--- src/rtl/cp0_exception_unit_pkg.sv ---
// rtl/cp0_exception_unit_pkg.sv - shared CP0 exception flags, codes, register numbers and vector
package cp0_exception_unit_pkg;

   // Exception flags carried by an instruction down the pipe, highest priority first
   typedef struct packed {
      logic Interrupt;
      logic WrongAddressinIF;
      logic ReservedInstruction;
      logic Overflow;
      logic Syscall;
      logic Break;
      logic Eret;
      logic RdWrongAddressinMEM;
      logic WrWrongAddressinMEM;
   } ExceptinPipeType;

   localparam logic [4:0] EXC_INT  = 5'h00;
   localparam logic [4:0] EXC_ADEL = 5'h04;
   localparam logic [4:0] EXC_ADES = 5'h05;
   localparam logic [4:0] EXC_SYS  = 5'h08;
   localparam logic [4:0] EXC_BP   = 5'h09;
   localparam logic [4:0] EXC_RI   = 5'h0A;
   localparam logic [4:0] EXC_OV   = 5'h0C;

   localparam logic [4:0] CP0_BADVADDR = 5'd8;
   localparam logic [4:0] CP0_COUNT    = 5'd9;
   localparam logic [4:0] CP0_COMPARE  = 5'd11;
   localparam logic [4:0] CP0_STATUS   = 5'd12;
   localparam logic [4:0] CP0_CAUSE    = 5'd13;
   localparam logic [4:0] CP0_EPC      = 5'd14;

   localparam logic [31:0] EXC_VECTOR   = 32'hBFC00380;
   localparam logic [31:0] STATUS_RESET = 32'h00400000;

   // Any flag other than Eret means an exception is taken
   function automatic logic is_exception(input ExceptinPipeType e);
      return e.Interrupt | e.WrongAddressinIF | e.ReservedInstruction | e.Overflow |
             e.Syscall | e.Break | e.RdWrongAddressinMEM | e.WrWrongAddressinMEM;
   endfunction

   // Priority-encoded ExcCode of the winning flag
   function automatic logic [4:0] exc_code_of(input ExceptinPipeType e);
      if (e.Interrupt)                return EXC_INT;
      else if (e.WrongAddressinIF)    return EXC_ADEL;
      else if (e.ReservedInstruction) return EXC_RI;
      else if (e.Overflow)            return EXC_OV;
      else if (e.Syscall)             return EXC_SYS;
      else if (e.Break)               return EXC_BP;
      else if (e.RdWrongAddressinMEM) return EXC_ADEL;
      else                            return EXC_ADES;
   endfunction

endpackage

--- src/rtl/cp0_timer.sv ---
// rtl/cp0_timer.sv - CP0 Count/Compare pair with timer interrupt flag
module cp0_timer
   import cp0_exception_unit_pkg::*;
(
   input  logic        clk,
   input  logic        rst,
   input  logic        wr_count,
   input  logic        wr_compare,
   input  logic [31:0] wr_data,
   output logic [31:0] count,
   output logic [31:0] compare,
   output logic        ti
);

   logic toggle;

   // Count advances on every second edge; software writes win over the increment, Compare write clears TI
   always_ff @(posedge clk or negedge rst) begin
      if (!rst) begin
         toggle  <= 1'b0;
         count   <= 32'd0;
         compare <= 32'd0;
         ti      <= 1'b0;
      end else begin
         toggle <= ~toggle;
         if (wr_count)
            count <= wr_data;
         else if (toggle)
            count <= count + 32'd1;
         if (wr_compare) begin
            compare <= wr_data;
            ti      <= 1'b0;
         end else if (count == compare) begin
            ti <= 1'b1;
         end
      end
   end

endmodule

--- src/rtl/cp0_exception_unit.sv ---
// rtl/cp0_exception_unit.sv - CP0 status/cause/EPC/BadVAddr, exception select and redirect
module cp0_exception_unit
   import cp0_exception_unit_pkg::*;
(
   input  logic            clk,
   input  logic            rst,
   input  ExceptinPipeType MEM_ExceptType,
   input  logic [31:0]     MEM_PC,
   input  logic            MEM_IsDelaySlot,
   input  logic [31:0]     MEM_ALUOut,
   input  logic            CP0Wr,
   input  logic [4:0]      CP0_WrAddr,
   input  logic [2:0]      CP0_WrSel,
   input  logic [31:0]     CP0_WrData,
   input  logic [4:0]      CP0_RdAddr,
   input  logic [2:0]      CP0_RdSel,
   output logic [31:0]     CP0_RdData,
   input  logic [5:0]      HW_Int,
   output logic            Int_Pending,
   output logic            Exc_Flush,
   output logic [31:0]     Exc_NPC
);

   logic [7:0]  im;
   logic        exl;
   logic        ie;
   logic        bd;
   logic [1:0]  ip_sw;
   logic [4:0]  exc_code;
   logic [31:0] epc;
   logic [31:0] badvaddr;

   logic [31:0] count;
   logic [31:0] compare;
   logic        ti;
   logic [7:0]  ip;
   logic [31:0] status_val;
   logic [31:0] cause_val;

   logic        exc_take;
   logic        eret_take;
   logic [4:0]  code_next;
   logic        bad_load;
   logic [31:0] bad_next;

   logic wr_sel0;
   logic wr_status;
   logic wr_cause;
   logic wr_epc;

   assign wr_sel0   = CP0Wr && (CP0_WrSel == 3'd0);
   assign wr_status = wr_sel0 && (CP0_WrAddr == CP0_STATUS);
   assign wr_cause  = wr_sel0 && (CP0_WrAddr == CP0_CAUSE);
   assign wr_epc    = wr_sel0 && (CP0_WrAddr == CP0_EPC);

   cp0_timer u_timer (
      .clk        (clk),
      .rst        (rst),
      .wr_count   (wr_sel0 && (CP0_WrAddr == CP0_COUNT)),
      .wr_compare (wr_sel0 && (CP0_WrAddr == CP0_COMPARE)),
      .wr_data    (CP0_WrData),
      .count      (count),
      .compare    (compare),
      .ti         (ti)
   );

   assign ip         = {HW_Int[5] | ti, HW_Int[4:0], ip_sw};
   assign status_val = {9'd0, 1'b1, 6'd0, im, 6'd0, exl, ie};
   assign cause_val  = {bd, ti, 14'd0, ip, 1'b0, exc_code, 2'b00};

   assign Int_Pending = ie & ~exl & (|(ip & im));

   // Exception/Eret decision, redirect target and BadVAddr source from the winning flag
   always_comb begin
      exc_take  = is_exception(MEM_ExceptType);
      eret_take = MEM_ExceptType.Eret & ~exc_take;
      code_next = exc_code_of(MEM_ExceptType);
      bad_load  = 1'b0;
      bad_next  = MEM_ALUOut;
      if (!MEM_ExceptType.Interrupt) begin
         if (MEM_ExceptType.WrongAddressinIF) begin
            bad_load = 1'b1;
            bad_next = MEM_PC;
         end else if (!MEM_ExceptType.ReservedInstruction && !MEM_ExceptType.Overflow &&
                      !MEM_ExceptType.Syscall && !MEM_ExceptType.Break &&
                      (MEM_ExceptType.RdWrongAddressinMEM || MEM_ExceptType.WrWrongAddressinMEM)) begin
            bad_load = 1'b1;
         end
      end
      Exc_Flush = rst & (exc_take | eret_take);
      Exc_NPC   = eret_take ? epc : EXC_VECTOR;
   end

   // MFC0 read mux over current register state
   always_comb begin
      CP0_RdData = 32'd0;
      if (CP0_RdSel == 3'd0) begin
         case (CP0_RdAddr)
            CP0_BADVADDR: CP0_RdData = badvaddr;
            CP0_COUNT:    CP0_RdData = count;
            CP0_COMPARE:  CP0_RdData = compare;
            CP0_STATUS:   CP0_RdData = status_val;
            CP0_CAUSE:    CP0_RdData = cause_val;
            CP0_EPC:      CP0_RdData = epc;
            default:      CP0_RdData = 32'd0;
         endcase
      end
   end

   // MTC0 updates first, then exception/Eret updates override the affected fields
   always_ff @(posedge clk or negedge rst) begin
      if (!rst) begin
         im       <= 8'd0;
         exl      <= 1'b0;
         ie       <= 1'b0;
         bd       <= 1'b0;
         ip_sw    <= 2'd0;
         exc_code <= 5'd0;
         epc      <= 32'd0;
         badvaddr <= 32'd0;
      end else begin
         if (wr_status) begin
            im  <= CP0_WrData[15:8];
            exl <= CP0_WrData[1];
            ie  <= CP0_WrData[0];
         end
         if (wr_cause)
            ip_sw <= CP0_WrData[9:8];
         if (wr_epc)
            epc <= CP0_WrData;
         if (exc_take) begin
            exl      <= 1'b1;
            exc_code <= code_next;
            if (!exl) begin
               epc <= MEM_IsDelaySlot ? (MEM_PC - 32'd4) : MEM_PC;
               bd  <= MEM_IsDelaySlot;
            end
            if (bad_load)
               badvaddr <= bad_next;
         end else if (eret_take) begin
            exl <= 1'b0;
         end
      end
   end

endmodule

--- config.mk ---
export PLATFORM = sky130hd
export DESIGN_NAME = cp0_exception_unit
export DESIGN_NICKNAME = d
export VERILOG_FILES = /design/src/rtl/cp0_exception_unit_pkg.sv /design/src/rtl/cp0_timer.sv /design/src/rtl/cp0_exception_unit.sv
export SDC_FILE = /design/constraint.sdc
export NUM_CORES = 1
export LEC_CHECK = 0
export CAP_MARGIN = 20
export CORE_AREA = 2 2 138 140
export CTS_BUF_LIST = sky130_fd_sc_hd__clkbuf_4 sky130_fd_sc_hd__clkbuf_8
export CTS_CLUSTER_DIAMETER = 100
export CTS_CLUSTER_SIZE = 14
export DETAILED_ROUTE_END_ITERATION = 6
export DIE_AREA = 0 0 140 142
export PLACE_DENSITY = 0.9
export SLEW_MARGIN = 20
export SYNTH_ARGS = -nofsm -noshare
export SYNTH_HDL_FRONTEND = slang
export SYNTH_SLANG_ARGS = --single-unit
--- constraint.sdc ---
create_clock -name clk -period 5.2 [get_ports clk]
set_input_delay 1.3 -clock clk [delete_from_list [all_inputs] [get_ports clk]]
set_output_delay 1.3 -clock clk [all_outputs]
set_load 0.005 [all_outputs]
=== Word-level counts from Yosys, hierarchy flattened ===
Index checks and enable logic that the tools add are counted.

* Register bits after elaboration: 148
* Bits in latches: 0
* Memory bits (writable): 0
* ROM bits: 0
* Word-level logic and storage cells: 92
* Memories: 0

* $add $sub $neg: 2
* Multiply operators: 0
* Div/mod/pow operators: 0
* $lt $le $gt $ge: 0
* Equality and inequality tests: 12
* Shifts and indexed selects: 0
* Muxes and demuxes: 26
* Bitwise gates (word level): 17
* Reduce and logical (&&, ||, !) cells: 23

{| class="wikitable"
|+ Operator list
! cell !! count
|-
| $mux 32 || 10
|-
| $pmux 32 s6 || 1
|-
| $eq 5x4->1 const B || 11
|-
| $add 32x1->32 const B || 1
|-
| $eq 32x32->1 || 1
|-
| $sub 32x3->32 const B || 1
|-
| $mux 4 || 5
|-
| $logic_and 1x1->1 || 10
|-
| $mux 1 || 9
|-
| $or 1x1->1 || 9
|-
| $and 8x8->8 || 1
|-
| $reduce_or 8->1 || 1
|-
| $logic_not 3->1 || 2
|-
| $mux 5 || 1
|-
| $and 1x1->1 || 4
|-
| $logic_not 1->1 || 4
|-
| $reduce_and 2->1 || 2
|-
| $reduce_bool 2->1 || 2
|-
| $not 1->1 || 3
|-
| $reduce_bool 3->1 || 1
|-
| $logic_or 1x1->1 || 1
|}

=== Depth between registers and ports, before layout ===
Gate-level depths: netlist (run 1).

* Depth in word-level cells: 11
* Depth in mapped cells: 7
* Gate-level depth less buffers: 7

=== Cells and area by module ===
From an unflattened synthesis (run 1), not the netlist that was laid out.

* Cell total of the unflattened synthesis: 946
* Area total of the unflattened synthesis: 9093.7 sq um

{| class="wikitable"
|+ By module, submodules not included
! module !! times used !! cells each !! area each (sq um)
|-
| cp0_exception_unit || 1 || 641 || 5745.5
|-
| cp0_timer || 1 || 305 || 3348.2
|}

=== Least setup slack after synthesis (run 1) ===
OpenSTA, ideal clock, no wires.

* Path kind: input to output
* Start: input CP0_RdAddr[3]
* End: output CP0_RdData[2]
* Arrival: 2554 ps
* Setup slack: 1346 ps
* Stages: 6
* Path through: nor2b_1 -> nand2b_1 -> nor3_1 -> clkbuf_1 -> a22oi_1 -> a31oi_1

* Cells in the longest elaborated chain, start to end: 3

{| class="wikitable"
|+ Ends and longest elaborated chain
! item !! RTL line !! source
|-
| from (decl) || cp0_exception_unit.sv:15 || <nowiki>input logic [4:0] CP0_RdAddr,</nowiki>
|-
| $eq 5x4->1 || cp0_exception_unit.sv:98 || <nowiki>case (CP0_RdAddr)</nowiki>
|-
| $pmux 32 s6 (*) || cp0_exception_unit.sv:98 ||
|-
| $mux 32 (*) || cp0_exception_unit.sv:97 || <nowiki>if (CP0_RdSel == 3'd0) begin</nowiki>
|-
| to (decl) || cp0_exception_unit.sv:17 || <nowiki>output logic [31:0] CP0_RdData,</nowiki>
|}

Every way passes the cells marked *; elsewhere a longest branch is shown, timed or not.

=== Final worst setup path (run 1) ===
* Start: input CP0_RdAddr[3]
* End: output CP0_RdData[22]

The elaborated chain is that of the path after synthesis.

==> results of run 1 <==
per-layer routing:
layer  wire length [um]  vias to the layer above  share of wire [%]  GRT usage, %
li1                   -                     3803                  -             -
met1              12840                     4163                 40         45.28
met2              14100                      538                 44         48.59
met3               3766                       83                 12         8.681
met4               1042                        0                3.3         10.90
met5                  0                        -                  0             0
through the flow:
step	worst slack, ns	util (%)	power (mW)	hold WS [ns]	cell area [sq um]
global route	0.1269	62.71	3.015	0.5483	11570
CTS	0.2777	62.71	2.879	0.5273	11570
global placement	0.2850	60.70	2.050	0.5087	11200
finish	0.2334	62.71	2.897	0.5296	11570
detailed placement	0.2804	60.81	2.067	0.5081	11220
floorplan	1.346	-	1.746	0.4588	8995
cell type report:
cell class / count / area [sq um]
fill: 1490 / 6883
tap: 234 / 292.8
multi-input combinational: 734 / 5029
clock buffer: 20 / 269.0
inverter: 12 / 45.04
timing repair buffer: 218 / 2178
sequential: 147 / 3679
clock inverter: 11 / 80.08
cells by family (layout without fill, tap and decap cells):
family / Yosys count / count (layout) / share of synthesized area [%]
compound gates: 193 / 193 / 12.84
xor+xnor: 93 / 93 / 9.056
fa+ha+maj: 2 / 2 / 0.2782
buf+inv: 81 / 261 / 3.658
flops: 147 / 147 / 40.90
mux: 119 / 119 / 14.15
simple gates: 327 / 327 / 19.13
where the power goes:
group	switching [mW]	internal [mW]	leakage [nW]
Combinational	0.298	0.287	2.71
Clock	0.465	0.358	0.171
Sequential	0.211	1.28	1.87
Total	0.974	1.92	4.75
how the worst max path moves through the flow:
stage,endpoint
floorplan,CP0_RdData[2]
global placement,CP0_RdData[31]
detailed placement,CP0_RdData[31]
CTS,CP0_RdData[31]
global route,CP0_RdData[22]
finish,CP0_RdData[22]
synth_stat cells (2+ instances only):
library cell | instances | area share, %
a21boi_0 | 2 | 0.17
a21oi_1 | 85 | 4.7
a221oi_1 | 2 | 0.19
a222oi_1 | 24 | 2.7
a22oi_1 | 14 | 1.2
a31oi_1 | 7 | 0.49
and2_1 | 2 | 0.14
and3_1 | 22 | 1.5
and4_1 | 3 | 0.29
buf_1 | 2 | 0.083
buf_2 | 11 | 0.61
buf_4 | 3 | 0.25
clkbuf_1 | 53 | 2.2
dfrtp_1 | 147 | 41
ha_1 | 2 | 0.28
inv_1 | 11 | 0.46
mux2_1 | 51 | 6.4
mux2_2 | 14 | 1.8
mux2i_1 | 54 | 6.0
nand2_1 | 95 | 4.0
nand2b_1 | 12 | 0.83
nand3_1 | 15 | 0.83
nand3_2 | 3 | 0.33
nand4_1 | 23 | 1.6
nor2_1 | 79 | 3.3
nor2b_1 | 4 | 0.28
nor3_1 | 18 | 1.0
nor4_1 | 18 | 1.3
nor4_2 | 5 | 0.70
nor4_4 | 3 | 0.71
o21ai_0 | 3 | 0.17
o21ai_1 | 52 | 2.9
or3_1 | 9 | 0.63
or3b_1 | 2 | 0.19
or4_4 | 2 | 0.25
or4b_1 | 2 | 0.22
xnor2_1 | 28 | 2.7
xor2_1 | 65 | 6.3
registers in the layout (all words and copies together) (netlist names):
register and count:
u_timer.compare 32, exc_code 4, badvaddr 32, im 8
bd 1, u_timer.ti 1, epc 32, ip_sw 2
u_timer.count 32, ie 1, u_timer.toggle 1, exl 1
==> impl_metrics.json, run 1 <==
{
  "dieArea_sq_um": 19880,
  "hold_path_class": "reg2reg",
  "grt_pass1_wl_um": 48770,
  "dieHeight_um": 142,
  "nets": 1263,
  "dieWidth_um": 140,
  "hold_buffers": 0,
  "critPathMostFrequentCell": "clkdlybuf4s50_1",
  "arrival_ns": 3.67,
  "crit_start": "CP0_RdAddr[3]",
  "ant_nets": 0,
  "drt-total-wl_um": 31740,
  "hp-start": "im[3]",
  "async_reset_ff_share_pct": 100.0,
  "crit_family": "buffers and inverters",
  "period_share_pct": 95.51,
  "yosys_warnings": 0,
  "num_io_pins": 197,
  "p_per_area_nw_per_um2": 250.4,
  "ys_seq_area_share_pct": 40.90,
  "layout_min_cycle_time_ns": 4.967,
  "routedWlPerCell_um": 23.07,
  "dr.pass1.iters": 7,
  "slowest_stage": "clkdlybuf4s50_1",
  "min_to": "im[3]",
  "grt_max_degree": 64,
  "grt_remaining_overflow": 0,
  "htreeDepth": 4,
  "slew_viol_final": 0,
  "setup_viol": 0,
  "grt_pass1_vias": 8206,
  "cts_tree": "done",
  "worstSetupPathType": "in2out",
  "routabilityCongestion": 0.9737,
  "p_leak_nw": 4.751,
  "tritoncts.num_buffers": 17,
  "initial_utilization_pct": 48.74,
  "area_growth_pct": 28.65,
  "yosys_register_bits": 147,
  "clockBufferDepth": 2,
  "vias_per_cell": 6.241,
  "max_freq_mhz": 201.3,
  "finClkSkew_ns": 0.01204,
  "place_inst": 1345,
  "cp_cell_sequence": "clkdlybuf4s50_1 > nor2b_1 > nand2b_1 > nor3_2 > buf_12 > a22oi_1 > a21oi_1 > clkdlybuf4s50_1",
  "n_antenna_cell": 0,
  "track_usage_pct": 32.24,
  "critical-path-max-stage-delay_ns": 0.56,
  "r2r_cells": 6,
  "rsz0062_at_grt": "false",
  "clkLatencyLatePin_ns": 0.47,
  "cp.required_ns": 3.90,
  "r2r-start": "u_timer.count[0]",
  "endpoint_kind": "output pin",
  "cts_setup_buffers": 0,
  "start_kind": "primary input",
  "final_cell_mix": "clkdlybuf4s50_1, dfrtp_1, nand2_1, a21oi_1, nor2_1",
  "relSlewSlack_pct": 38.16,
  "drc_errors": 32,
  "stdcell_count": 1376,
  "crit_fanout": 32,
  "synth_edf_count": 0,
  "final_hold_viol_count": 0,
  "layout-drive-gt1-share_pct": 8.056,
  "holdPathStages": 1,
  "post_cts_resized": 0,
  "place.port_buffers": 196,
  "r2r_end": "u_timer.count[26]",
  "netlist_instances": 962,
  "cts_root_buffer": "clkbuf_8",
  "synthFlopType": "dfrtp_1",
  "dp_hpwl_um": 24180,
  "ir_drop_v": 0.0001945,
  "worstMarginPinSlew_ns": 0.9237,
  "synthesis.nets": 1095,
  "reg2reg_setup_slack_ns": 3.00,
  "core_sq_um": 18460,
  "fp-row-count": 50,
  "cts_sinks": 147,
  "outcome": "finished, violations left",
  "setup_tns_ns": 0,
  "drv_cap": 0,
  "syn_area_per_cell_sq_um": 9.350,
  "cts.clk_slew.worst_paths_ns": 0.09,
  "worst-path-buf-inv": 3,
  "synth_area_sq_um": 8995,
  "first_iter_violations": 1267,
  "yosysUniqueCellTypes": 53,
  "grt_antenna_before_repair": 0,
  "failed_checks": "design-rule violations",
  "final_common_cell": "clkdlybuf4s50_1",
  "cp.depth": 8,
  "vias": 8587
}
Power figures use the tool's default switching activity.
==> run 2, diff against run 1 <==
--- a/config.mk
+++ b/config.mk
@@ -5,7 +5,6 @@
 export SDC_FILE = /design/constraint.sdc
 export NUM_CORES = 1
 export LEC_CHECK = 0
-export CAP_MARGIN = 20
 export CORE_AREA = 2 2 138 140
 export CTS_BUF_LIST = sky130_fd_sc_hd__clkbuf_4 sky130_fd_sc_hd__clkbuf_8
 export CTS_CLUSTER_DIAMETER = 100
==> results of run 2 <==
Same layout as run 1: the final DEF is identical, and so are final timing and power.
